### config.mk
export PLATFORM = sky130hd
export DESIGN_NAME = segway_math_pipe
export DESIGN_NICKNAME = d
export VERILOG_FILES = /design/src/rtl/segway_math_pipe.sv
export SDC_FILE = /design/constraint.sdc
export NUM_CORES = 1
export LEC_CHECK = 0
export CAP_MARGIN = 40
export CORE_MARGIN = 10
export CORE_UTILIZATION = 60
export CTS_CLUSTER_DIAMETER = 80
export DETAILED_ROUTE_END_ITERATION = 12
export MAX_ROUTING_LAYER = met4
export PLACE_DENSITY = 0.87
export REMOVE_ABC_BUFFERS = 1
export SETUP_SLACK_MARGIN = 0.15
export SYNTH_ARGS = -nofsm -noshare
export SYNTH_HDL_FRONTEND = slang
export SYNTH_SLANG_ARGS = --single-unit
export TNS_END_PERCENT = 30
### constraint.sdc
create_clock -name clk -period 5.6 [get_ports clk]
set_input_delay 0.56 -clock clk [delete_from_list [all_inputs] [get_ports clk]]
set_output_delay 0.56 -clock clk [all_outputs]
set_load 0.02 [all_outputs]
### src/rtl/segway_math_pipe.sv
// -----------------------------------------------------------------------------
// segway_math_pipe
//   Pipelined balance-math datapath. It turns the PID output, the soft-start
//   scale, the steering pot and the enables into saturated, slew-limited,
//   signed left/right motor speed commands, and raises a persistence-filtered
//   over-speed flag.
//
//   Pipeline: stage 1 register (soft-start scale, steering term), stage 2
//   register (per-wheel torque), stage 3 combinational shaping and saturation
//   feeding the output register (slew limit, speeds, too_fast counter).
//   A sample taken at edge N is presented in the cycle after edge N+2.
//
// Ports
//   clk        system clock, rising edge
//   rst_n      asynchronous active-low reset
//   vld_in     input sample valid (no backpressure)
//   PID_cntrl  signed PID output, W bits
//   ss_tmr     unsigned soft-start scale
//   steer_pot  unsigned steering pot reading
//   en_steer   steering enable
//   pwr_up     power-up; 0 forces zero speed
//   vld_out    one-cycle pulse when new speeds are presented
//   lft_spd    signed left speed, held between updates
//   rght_spd   signed right speed, held between updates
//   too_fast   registered over-speed flag
// -----------------------------------------------------------------------------
module segway_math_pipe #(
  parameter int          W               = 12,
  parameter logic [12:0] MIN_DUTY        = 13'h3C0,
  parameter logic [7:0]  LOW_TORQUE_BAND = 8'h3C,
  parameter logic [5:0]  GAIN_MULT       = 6'h10,
  parameter int          SLEW_STEP       = 0,
  parameter int          FAST_THRESH     = 1792,
  parameter int          FAST_CNT        = 1
) (
  input  logic         clk,
  input  logic         rst_n,
  input  logic         vld_in,
  input  logic [W-1:0] PID_cntrl,
  input  logic [7:0]   ss_tmr,
  input  logic [11:0]  steer_pot,
  input  logic         en_steer,
  input  logic         pwr_up,
  output logic         vld_out,
  output logic [W-1:0] lft_spd,
  output logic [W-1:0] rght_spd,
  output logic         too_fast
);

  localparam int TW = W + 1;  // torque width

  // Shaping constants are carried one bit wider than the torque so that
  // |torque| and torque +/- MIN_DUTY never wrap before saturation.
  localparam logic signed [TW:0] MDUTY_X = (TW+1)'($signed(MIN_DUTY));
  localparam logic signed [TW:0] LTB_X   = (TW+1)'($signed({1'b0, LOW_TORQUE_BAND}));
  localparam logic signed [TW:0] SAT_MAX = (TW+1)'((2 ** (W - 1)) - 1);
  localparam logic signed [TW:0] SAT_MIN = (TW+1)'(-(2 ** (W - 1)));
  localparam logic [7:0]         FC      = 8'(FAST_CNT);

  // ---------------------------------------------------------------- stage 1
  logic signed [W+8:0]  pid_prod;
  logic signed [TW-1:0] pid_ss_w;
  logic [11:0]          steer_clip;
  logic signed [13:0]   steer_ctr;
  logic signed [13:0]   steer_scl;
  logic signed [TW-1:0] steer_w;

  // ss_tmr is treated as unsigned by prefixing a zero sign bit.
  assign pid_prod   = (W+9)'($signed(PID_cntrl)) * (W+9)'($signed({1'b0, ss_tmr}));
  assign pid_ss_w   = TW'(pid_prod >>> 8);

  assign steer_clip = (steer_pot < 12'h200) ? 12'h200 :
                      (steer_pot > 12'hE00) ? 12'hE00 : steer_pot;
  assign steer_ctr  = $signed({2'b00, steer_clip}) - 14'sd2047;
  assign steer_scl  = (steer_ctr >>> 4) * 14'sd3;
  assign steer_w    = TW'(steer_scl);

  logic                 v1_reg;
  logic signed [TW-1:0] pid_ss_reg;
  logic signed [TW-1:0] steer_reg;
  logic                 en1_reg;
  logic                 pwr1_reg;

  always_ff @(posedge clk or negedge rst_n) begin
    if (!rst_n) begin
      v1_reg     <= 1'b0;
      pid_ss_reg <= '0;
      steer_reg  <= '0;
      en1_reg    <= 1'b0;
      pwr1_reg   <= 1'b0;
    end else begin
      v1_reg <= vld_in;
      if (vld_in) begin
        pid_ss_reg <= pid_ss_w;
        steer_reg  <= steer_w;
        en1_reg    <= en_steer;
        pwr1_reg   <= pwr_up;
      end
    end
  end

  // ---------------------------------------------------------------- stage 2
  logic                 v2_reg;
  logic signed [TW-1:0] lft_trq_reg;
  logic signed [TW-1:0] rght_trq_reg;
  logic                 pwr2_reg;

  always_ff @(posedge clk or negedge rst_n) begin
    if (!rst_n) begin
      v2_reg       <= 1'b0;
      lft_trq_reg  <= '0;
      rght_trq_reg <= '0;
      pwr2_reg     <= 1'b0;
    end else begin
      v2_reg <= v1_reg;
      if (v1_reg) begin
        lft_trq_reg  <= en1_reg ? pid_ss_reg + steer_reg : pid_ss_reg;
        rght_trq_reg <= en1_reg ? pid_ss_reg - steer_reg : pid_ss_reg;
        pwr2_reg     <= pwr1_reg;
      end
    end
  end

  // ------------------------------------------- stage 3 + slew, per wheel
  logic signed [W-1:0] lft_next;
  logic signed [W-1:0] rght_next;
  logic [1:0]          fast_w;

  genvar gi;
  generate
    for (gi = 0; gi < 2; gi++) begin : g_wheel
      logic signed [TW-1:0] trq;
      logic signed [W-1:0]  spd_cur;
      logic signed [TW+6:0] gain_prod;
      logic signed [TW:0]   trq_x;
      logic signed [TW:0]   mag;
      logic signed [TW:0]   shaped;
      logic signed [W-1:0]  target;
      logic signed [TW-1:0] diff;
      logic signed [W-1:0]  spd_next;
      logic                 fast;

      assign trq     = (gi == 0) ? lft_trq_reg : rght_trq_reg;
      assign spd_cur = (gi == 0) ? $signed(lft_spd) : $signed(rght_spd);

      always_comb begin
        trq_x     = (TW+1)'(trq);
        mag       = trq_x[TW] ? -trq_x : trq_x;
        gain_prod = (TW+7)'(trq) * (TW+7)'($signed({1'b0, GAIN_MULT}));

        // Offset zone pushes past the motor deadband; gain zone keeps small
        // torques proportional (product truncated to torque width).
        if (mag > LTB_X)
          shaped = trq_x[TW] ? trq_x - MDUTY_X : trq_x + MDUTY_X;
        else
          shaped = (TW+1)'($signed(TW'(gain_prod)));

        if (shaped > SAT_MAX)
          target = SAT_MAX[W-1:0];
        else if (shaped < SAT_MIN)
          target = SAT_MIN[W-1:0];
        else
          target = shaped[W-1:0];

        diff = TW'(target) - TW'(spd_cur);

        if (!pwr2_reg)
          spd_next = '0;
        else if (SLEW_STEP == 0)
          spd_next = target;
        else if (int'(diff) > SLEW_STEP)
          spd_next = spd_cur + W'(SLEW_STEP);
        else if (int'(diff) < -SLEW_STEP)
          spd_next = spd_cur - W'(SLEW_STEP);
        else
          spd_next = target;

        // Powered-down samples never count as fast.
        fast = pwr2_reg && (int'(spd_next) > FAST_THRESH);
      end

      if (gi == 0) begin : g_lft
        assign lft_next = spd_next;
      end else begin : g_rght
        assign rght_next = spd_next;
      end
      assign fast_w[gi] = fast;
    end
  endgenerate

  // ---------------------------------------------------------- output stage
  logic [7:0] cnt_reg;
  logic [7:0] cnt_next;
  logic       too_fast_next;

  always_comb begin
    cnt_next      = '0;
    too_fast_next = 1'b0;
    if (|fast_w) begin
      cnt_next      = (cnt_reg >= FC) ? FC : cnt_reg + 8'd1;
      too_fast_next = (cnt_next == FC);
    end
  end

  always_ff @(posedge clk or negedge rst_n) begin
    if (!rst_n) begin
      vld_out  <= 1'b0;
      lft_spd  <= '0;
      rght_spd <= '0;
      cnt_reg  <= '0;
      too_fast <= 1'b0;
    end else begin
      vld_out <= v2_reg;
      if (v2_reg) begin
        lft_spd  <= lft_next;
        rght_spd <= rght_next;
        cnt_reg  <= cnt_next;
        too_fast <= too_fast_next;
      end
    end
  end

endmodule
==> metrics, run 1 <==
status=finished clean; Synth area leader=dfrtp_1; actual slew at the worst max-slew pin=0.7174 ns; clock-pin slew on the worst setup and hold paths=~0.070 ns; pin count of the biggest net entering global routing=53; placed instance count=roughly 1,400; end of the critical path=pid_ss_reg[11]; Place WS=-0.1782 ns; R2R Path Start=g_wheel[1].trq[12]; post-synthesis mux area share=around 5%; final cell count without fillers=1,413; Ant. Diodes=0; I/O Buffers=62; filler instances=~1,300; via count=slightly above 8,000; gpl congestion=about 0.96; crit path time final=about 5.3 ns; R2R Setup Slk=~1.8 ns; clk root buf=clkbuf_16; static leakage=between 5 and 6 nW; ys async rst share=100.0%; crit share post-route=a little over nine tenths; RSZ-0062 raised after global routing=yes; H-tree levels=3; grt ovf=0; fmax=between 150 and 200 MHz; clock sinks=between 80 and 90; post-route cell area=between 0.01 and 0.015 mm²; Resize count post-CTS=0; Netlist cell types=72; combinational group share of total power=around 68%; # DRC=0; initial antenna violation count=0; post-DR wirelength/cell=between 15 and 20 µm; WHS=around 0.17 ns; die extent in x=between 100 and 150 µm; Mapped Cells=around 1,100; io pins=63; slew margin rel.=52.17%; CP Data Arrival Time=around 5.6 ns; Area after DPL=0.01089 mm²; reg2reg path depth=9; VDD IR max=0.2756 mV; Worst Path Required=5.82 ns; Critical Path Sink Type=flop; Final Max Slew Viols=0; Final ANT Viol Nets=0; setup bufs post-CTS=0; Synth top area share=roughly 22%; Post-synth top flop=dfrtp_1; Clock Latency Late Sink=~0.34 ns; Post-synth EDFFs=0; initial DRC count=approximately 630; Crit path max-delay family=adder cells; total chip power=6.075 mW; num rows=47; most frequent cells in the layout=157 x inv_1, 94 x ha_1, 89 x dfrtp_1, 85 x nand2_1, 82 x fa_1; total wire length=between 20 and 25 mm; vias per inst=5.737; startpoint type of the worst setup path=input port; top post-synthesis cells by area=dfrtp_1 22%, fa_1 16%, ha_1 12%; class of the worst hold path=input port to asynchronous set/reset pin; CP Depth=18; area of the die=between 0.02 and 0.025 mm²; vias in the first global route=just over 8,000; crit-path max cell delay=between 0.6 and 0.7 ns; total global-route track usage=approximately a fifth; layout cells sized above 1=under 10%; max reg flops=25; max-cap viol count=0; simple-gate share of the synthesized area=17.00%; pwr/cell area=542.0 mW/mm²; Synth Area in Compound Gates=between 10 and 15%; die span in y=149.2 µm; final setup margin=0.2513 ns; final hold violations=0; final clock skew=0.01426 ns; global-route wire length before repair=37.95 mm; Syn Area/Cell=between 8 and 9 µm²; setup TNS=0 ns; CP startpoint=ss_tmr[4]; CTS tree=done; most used cell, CP=fa_1; Post-Synth XOR/XNOR Area=under 10%; Max FO, Critical Path=8; starting density of the core=60.83%; sequential-to-total area share from yosys stat=22.24%; First-pass DRT Iterations=5; cts hold-fix bufs=0; largest family of logic cells by synthesized area=adder cells; Sw Share=between 40% and 50%; crit path cell chain=clkdlybuf4s50_1, and2_1, fa_1, fa_1, inv_1, fa_1, inv_1, fa_1, ha_1, nand2_1, o31ai_1, a211oi_2, nor3_1, o2111ai_1, nand3b_1, a21oi_1, xnor2_1, mux2_2; CTS Buf Count=9; Cell Area, Synth=0.01002 mm²; area of the multi-input gates=between 0.007 and 0.008 mm²; dpl hpwl=~17 mm; post-synthesis adder-cell area fraction=between 20 and 30%; clock power share=between 10% and 20%; most common cell after layout, fill and taps aside=inv_1; Worst R2R End=cnt_reg[0]; FF/Latch Area=0.002227 mm²; yosys warns=0; sequential power share=21.3%; Core ar.=about 0.016 mm²; clock buffer depth=2; Yosys reg bits=approximately 90; WP buf/inv=3; Setup Viol. Count Final=0; WS Path Type=input port to flop; Psw=2.893 mW; Int Power=3.182 mW; Final nets=about 1,400; area grow syn2layout=11.90%; Final Core Density=68.07%; crit path max-delay cell type=clkdlybuf4s50_1
## cells in the mapped netlist (all sizes together) (16+ instances only)
master and n:
a21oi 77, and2 59, clkbuf 33, dfrtp 89, fa 82, ha 94, inv 157, mux2 24
mux2i 23, nand2 86, nand3 25, nor2 71, nor3 19, o211ai 16, o21ai 61, xnor2 39
xor2 16
## worst register-to-register path, stage by stage, from the launching register on
cell	delay [ns]
dfrtp_1	0.66
clkinv_1	0.53
or3_1	0.50
a221oi_1	0.47
a211oi_2	0.16
a21oi_2	0.49
mux2_1	0.41
a31oi_1	0.17
o21a_2	0.18
o22ai_1	0.10
## per-layer routing
metal | GRT usage (%) | vias to the layer above | share of wire (%)
li1 | - | 3946 | -
met1 | 26.84 | 3913 | 44
met2 | 33.74 | 215 | 50
met3 | 3.004 | 32 | 4.5
met4 | 4.612 | 0 | 1.5
met5 | - | - | 0
## kinds of logic after synthesis
family | after synthesis
simple gates | 334
compound gates | 236
buf+inv | 205
fa+ha+maj | 176
flops | 89
xor+xnor | 55
mux | 47
## power by group through the flow
stage / Combinational, mW / Clock [mW] / Sequential (mW)
2_1_floorplan: 3.03 / 0 / 1.28
3_3_place_gp: 3.90 / 0 / 1.28
3_5_place_dp: 4.07 / 0 / 1.29
4_1_cts: 4.11 / 0.646 / 1.28
5_1_grt: 4.67 / 0.671 / 1.33
6_report: 4.15 / 0.637 / 1.29
## how the worst min path moves through the flow
stage,to,slack [ns],cells after the start
2_1_floorplan,cnt_reg[0],0.26,0
3_3_place_gp,rght_spd[8],0.46,1
3_5_place_dp,rght_spd[8],0.47,1
4_1_cts,rght_spd[0],0.19,1
5_1_grt,rght_spd[1],0.21,1
6_report,rght_spd[0],0.17,1
## area by class of cell
cell class	instances	share of cell area, %
timing repair buffer	83	7.133
tap	220	2.456
clock buffer	10	2.043
inverter	158	5.291
multi-input combinational	848	62.48
sequential	89	19.87
clock inverter	5	0.7256
Power figures use the tool's default switching activity.
==> inputs of run 2 (changes only) <==
--- a/config.mk
+++ b/config.mk
@@ -5,7 +5,6 @@
 export SDC_FILE = /design/constraint.sdc
 export NUM_CORES = 1
 export LEC_CHECK = 0
-export CAP_MARGIN = 40
 export CORE_MARGIN = 10
 export CORE_UTILIZATION = 60
 export CTS_CLUSTER_DIAMETER = 80
==> metrics, run 2 (synthesis gave the netlist of run 1 again) <==
clk root buf=clkbuf_16; crit share post-route=between 90% and 100%; WS Path Type=input port to flop; gpl congestion=about 0.96; final clock skew=between 0.01 and 0.015 ns; Clock Latency Late Sink=~0.36 ns; initial antenna violation count=0; pwr/cell area=542.3 mW/mm²; post-DR wirelength/cell=~16 µm; clock sinks=89; dpl hpwl=around 17 mm; I/O Buffers=62; starting density of the core=around three fifths; max-cap viol count=0; Critical Path Sink Type=flop; filler instances=roughly 1,300; via count=between 8,000 and 9,000; sequential power share=21.4%; crit-path max cell delay=between 0.6 and 0.7 ns; Psw=roughly 2.9 mW; setup bufs post-CTS=0; Worst Path Required=5.84 ns; crit path cell chain=clkdlybuf4s50_1, and2_1, fa_1, fa_1, inv_1, fa_1, inv_1, fa_1, ha_1, nand2_1, o31ai_1, a211oi_2, nor3_2, o2111ai_1, nand3b_1, a21oi_1, xnor2_1, mux2_2; RSZ-0062 raised after global routing=no; WHS=around 0.15 ns; area grow syn2layout=11.51%; crit path time final=about 5.2 ns; Max FO, Critical Path=8; final hold violations=0; status=finished clean; initial DRC count=673; class of the worst hold path=input port to asynchronous set/reset pin; clock buffer depth=2; most frequent cells in the layout=157 x inv_1, 94 x ha_1, 89 x dfrtp_1, 85 x nand2_1, 82 x fa_1; reg2reg path depth=10; H-tree levels=3; CTS tree=done; clock power share=10.1%; total global-route track usage=a little over a fifth; max reg flops=25; most used cell, CP=fa_1; area of the die=0.02226 mm²; FF/Latch Area=between 0.002 and 0.0025 mm²; area of the multi-input gates=~0.007 mm²; CP Data Arrival Time=about 5.5 ns; layout cells sized above 1=about 7%; clock-pin slew on the worst setup and hold paths=around 0.070 ns; Ant. Diodes=0; vias in the first global route=between 8,000 and 9,000; actual slew at the worst max-slew pin=~1.1 ns; Final nets=~1,400; Core ar.=between 0.015 and 0.02 mm²; # DRC=0; setup TNS=0 ns; combinational group share of total power=between 60 and 70%; VDD IR max=0.2522 mV; Int Power=3.139 mW; R2R Setup Slk=1.46 ns; cts hold-fix bufs=0; vias per inst=around 5.8; Final ANT Viol Nets=0; Final Max Slew Viols=0; grt ovf=0; CTS Buf Count=9; crit path max-delay cell type=clkdlybuf4s50_1; die span in y=around 150 µm; startpoint type of the worst setup path=input port; Setup Viol. Count Final=0; total chip power=between 6 and 7 mW; R2R Path Start=g_wheel[1].trq[12]; slew margin rel.=approximately a quarter; WP buf/inv=3; total wire length=between 20 and 25 mm; static leakage=around 5.3 nW; io pins=63; Worst R2R End=cnt_reg[0]; fmax=between 150 and 200 MHz; most common cell after layout, fill and taps aside=inv_1; global-route wire length before repair=38.18 mm; Sw Share=approximately half; num rows=47; First-pass DRT Iterations=8; Crit path max-delay family=adder cells; pin count of the biggest net entering global routing=53; die extent in x=about 150 µm
-- run 2: changes by cell type in the layout (fill, tap and decap cells not counted) --
cell	change
clkinvlp_4	+1
inv_6	+1
o21ai_1	-1
buf_16	-1
bufinv_16	-1
o21ai_0	+1
buf_1	-1
nor3_2	+1
nor3_1	-1
-- run 2: metal layers --
metal  routed length (µm)  vias up  GRT usage (%)
met4                  399        0          5.594
met3                 1035       37          2.791
met2                10860      245          34.12
met5                    0        -              -
met1                 9755     3948          26.96
li1                     -     3938              -
-- run 2: worst max path at each step --
stage,from,to,slack [ns],depth (start not counted)
floorplan,PID_cntrl[4],pid_ss_reg[11],0.95,17
global placement,ss_tmr[2],pid_ss_reg[11],0.03,19
detailed placement,ss_tmr[2],pid_ss_reg[11],-0.16,19
CTS,ss_tmr[2],pid_ss_reg[11],0.19,19
global route,ss_tmr[4],pid_ss_reg[9],0.19,18
finish,ss_tmr[4],pid_ss_reg[11],0.39,18
-- run 2: power by group through the flow --
stage	logic [mW]	registers, mW	clock network (mW)
finish	4.15	1.30	0.613
CTS	4.11	1.28	0.615
floorplan	3.03	1.28	0
global route	4.67	1.34	0.642
global placement	3.90	1.28	0
detailed placement	4.06	1.29	0
-- run 2: worst reg2reg max path: cells and delay by family, from the launching register on --
kind                     cells  cell delay, ns
AO/OA/AOI/OAI                5            1.75
flip-flops                   1            0.65
AND/OR/NAND/NOR              3            0.59
adder cells (fa/ha/maj)      1            0.55
buffers and inverters        1            0.51
-- run 2: stage by stage --
step                      cell area (µm²)  instances  setup slack (ns)  util, %
after floorplan                      9818       1095            0.9531        -
after global placement              10850       1396           0.03038    65.92
after detailed placement            10850       1396           -0.1637    65.92
after CTS                           11150       1412            0.1904    67.72
after global routing                11170       1412            0.1946    67.83
final                               11170       1412            0.3869    67.83
-- run 2: timing repair --
action,CTS,global route
setup endpoints to repair,0,5
hold endpoints to repair,0,0
resized for setup,0,5
-- run 2: cell type report --
type                       instances  area share, %
clock buffer                      10          2.050
clock inverter                     6         0.6050
inverter                         158          5.310
multi-input combinational        848          62.75
sequential                        89          19.94
tap                              220          2.465
timing repair buffer              81          6.879
==> inputs of run 3 (changes only) <==
--- a/config.mk
+++ b/config.mk
@@ -6,11 +6,11 @@
 export NUM_CORES = 1
 export LEC_CHECK = 0
 export CORE_MARGIN = 10
-export CORE_UTILIZATION = 60
+export CORE_UTILIZATION = 25
 export CTS_CLUSTER_DIAMETER = 80
 export DETAILED_ROUTE_END_ITERATION = 12
 export MAX_ROUTING_LAYER = met4
-export PLACE_DENSITY = 0.87
+export PLACE_DENSITY = 0.46
 export REMOVE_ABC_BUFFERS = 1
 export SETUP_SLACK_MARGIN = 0.15
 export SYNTH_ARGS = -nofsm -noshare
==> metrics, run 3 (synthesis gave the netlist of run 1 again) <==
status=finished clean; starting density of the core=about a quarter; initial DRC count=~330; Final Max Slew Viols=0; pin count of the biggest net entering global routing=57; CTS Buf Count=9; Max FO, Critical Path=7; clock sinks=slightly below 90; dpl hpwl=slightly below 20 mm; Setup Viol. Count Final=0; post-route cell area=approximately 0.012 mm²; startpoint type of the worst setup path=input port; crit share post-route=a little over 90%; setup bufs post-CTS=0; num rows=73; Final ANT Viol Nets=0; crit path time final=between 5 and 6 ns; CP Data Arrival Time=between 5 and 6 ns; die extent in x=~220 µm; I/O Buffers=slightly above 60; CP startpoint=ss_tmr[4]; io pins=63; R2R Path Start=g_wheel[1].trq[12]; Worst R2R End=cnt_reg[1]; First-pass DRT Iterations=4; total global-route track usage=10.44%; clock-pin slew on the worst setup and hold paths=about 0.060 ns; total wire length=around 24 mm; max reg flops=25; Clock Latency Late Sink=approximately 0.34 ns; area grow syn2layout=15.79%; Critical Path Sink Type=flop; CTS tree=done; pwr/cell area=519.0 mW/mm²; Final Core Density=a little under 30%; clk root buf=clkbuf_16; initial antenna violation count=0; final hold violations=0; Core ar.=roughly 0.040 mm²; fmax=193.1 MHz; Final nets=1,409; Area after DPL=roughly 0.011 mm²; cts hold-fix bufs=0; post-DR wirelength/cell=approximately 14 µm; WS Path Type=input port to flop; most frequent cells in the layout=157 x inv_1, 94 x ha_1, 89 x dfrtp_1, 85 x nand2_1, 82 x fa_1; slew margin rel.=between 10% and 20%; RSZ-0062 raised after global routing=no; global-route wire length before repair=just over 40 mm; gpl congestion=0.8042; most common cell after layout, fill and taps aside=inv_1; max-cap viol count=0; Worst Path Required=between 5 and 6 ns; class of the worst hold path=input port to asynchronous set/reset pin; layout cells sized above 1=approximately 7.7%; reg2reg path depth=10; final clock skew=~0.0066 ns; R2R Setup Slk=1.45 ns; static leakage=5.323 nW; die span in y=approximately 220 µm; final cell count without fillers=between 1,500 and 2,000; actual slew at the worst max-slew pin=~1.3 ns; H-tree levels=3; via count=between 7,000 and 8,000; end of the critical path=pid_ss_reg[10]; area of the die=0.04847 mm²; grt ovf=0; clock buffer depth=2; WHS=roughly 0.15 ns; Ant. Diodes=0; VDD IR max=~0.17 mV; vias in the first global route=slightly below 8,000; placed instance count=1,710; # DRC=0; vias per inst=~4.5
## run 3: worst min path at each step
stage / start / to / cells after the start
finish: rst_n / cnt_reg[6] / 1
global route: rst_n / cnt_reg[6] / 1
CTS: rst_n / cnt_reg[6] / 1
detailed placement: too_fast / too_fast / 1
global placement: too_fast / too_fast / 1
floorplan: rst_n / cnt_reg[0] / 0
## run 3: critical path, cell delays in order
cell and delay [ns]:
clkdlybuf4s50_1 0.61, buf_4 0.19, and2_1 0.15, fa_1 0.44, fa_1 0.49, inv_1 0.05
fa_1 0.52, inv_1 0.05, fa_1 0.47, ha_1 0.34, or2_2 0.28, a21oi_1 0.22
nor3_2 0.09, o2111ai_1 0.27, nand3b_1 0.14, buf_4 0.15, xor2_1 0.13, mux2_2 0.25
## run 3: metrics by stage
step	setup WS, ns	setup TNS, ns	total power [mW]
floorplan	0.9531	0	4.308
CTS	0.3223	0	6.098
detailed placement	-0.06562	-0.1266	5.489
global placement	0.01480	0	5.448
finish	0.4206	0	6.019
global route	0.1513	0	6.720
## run 3: per-layer routing
| layer | vias up | part of all wire (%) | global-route usage [%] |
|---|---|---|---|
| li1 | 3934 | - | - |
| met1 | 3685 | 51 | 14.14 |
| met2 | 95 | 45 | 16.56 |
| met3 | 12 | 3.1 | 1.379 |
| met4 | 0 | 0.78 | 1.872 |
| met5 | - | 0 | - |
## run 3: power breakdown
part	internal [mW]	switching [mW]
Combinational	1.93	2.22
Sequential	0.899	0.400
Clock	0.325	0.246
## run 3: cell type report
type                            instances  area [µm²]
Fill cell                            4294       28040
Multi-Input combinational cell        848        7008
Sequential cell                        89        2227
Timing Repair Buffer                   90       828.3
Tap cell                              525       656.9
Inverter                              158       593.1
Clock buffer                           12       256.5
Clock inverter                          4       27.53
## run 3: timing repair
action,4_1_cts,5_1_grt
endpoints found under the setup margin,0,5
endpoints found under the hold margin,0,0
gates resized for setup,0,4
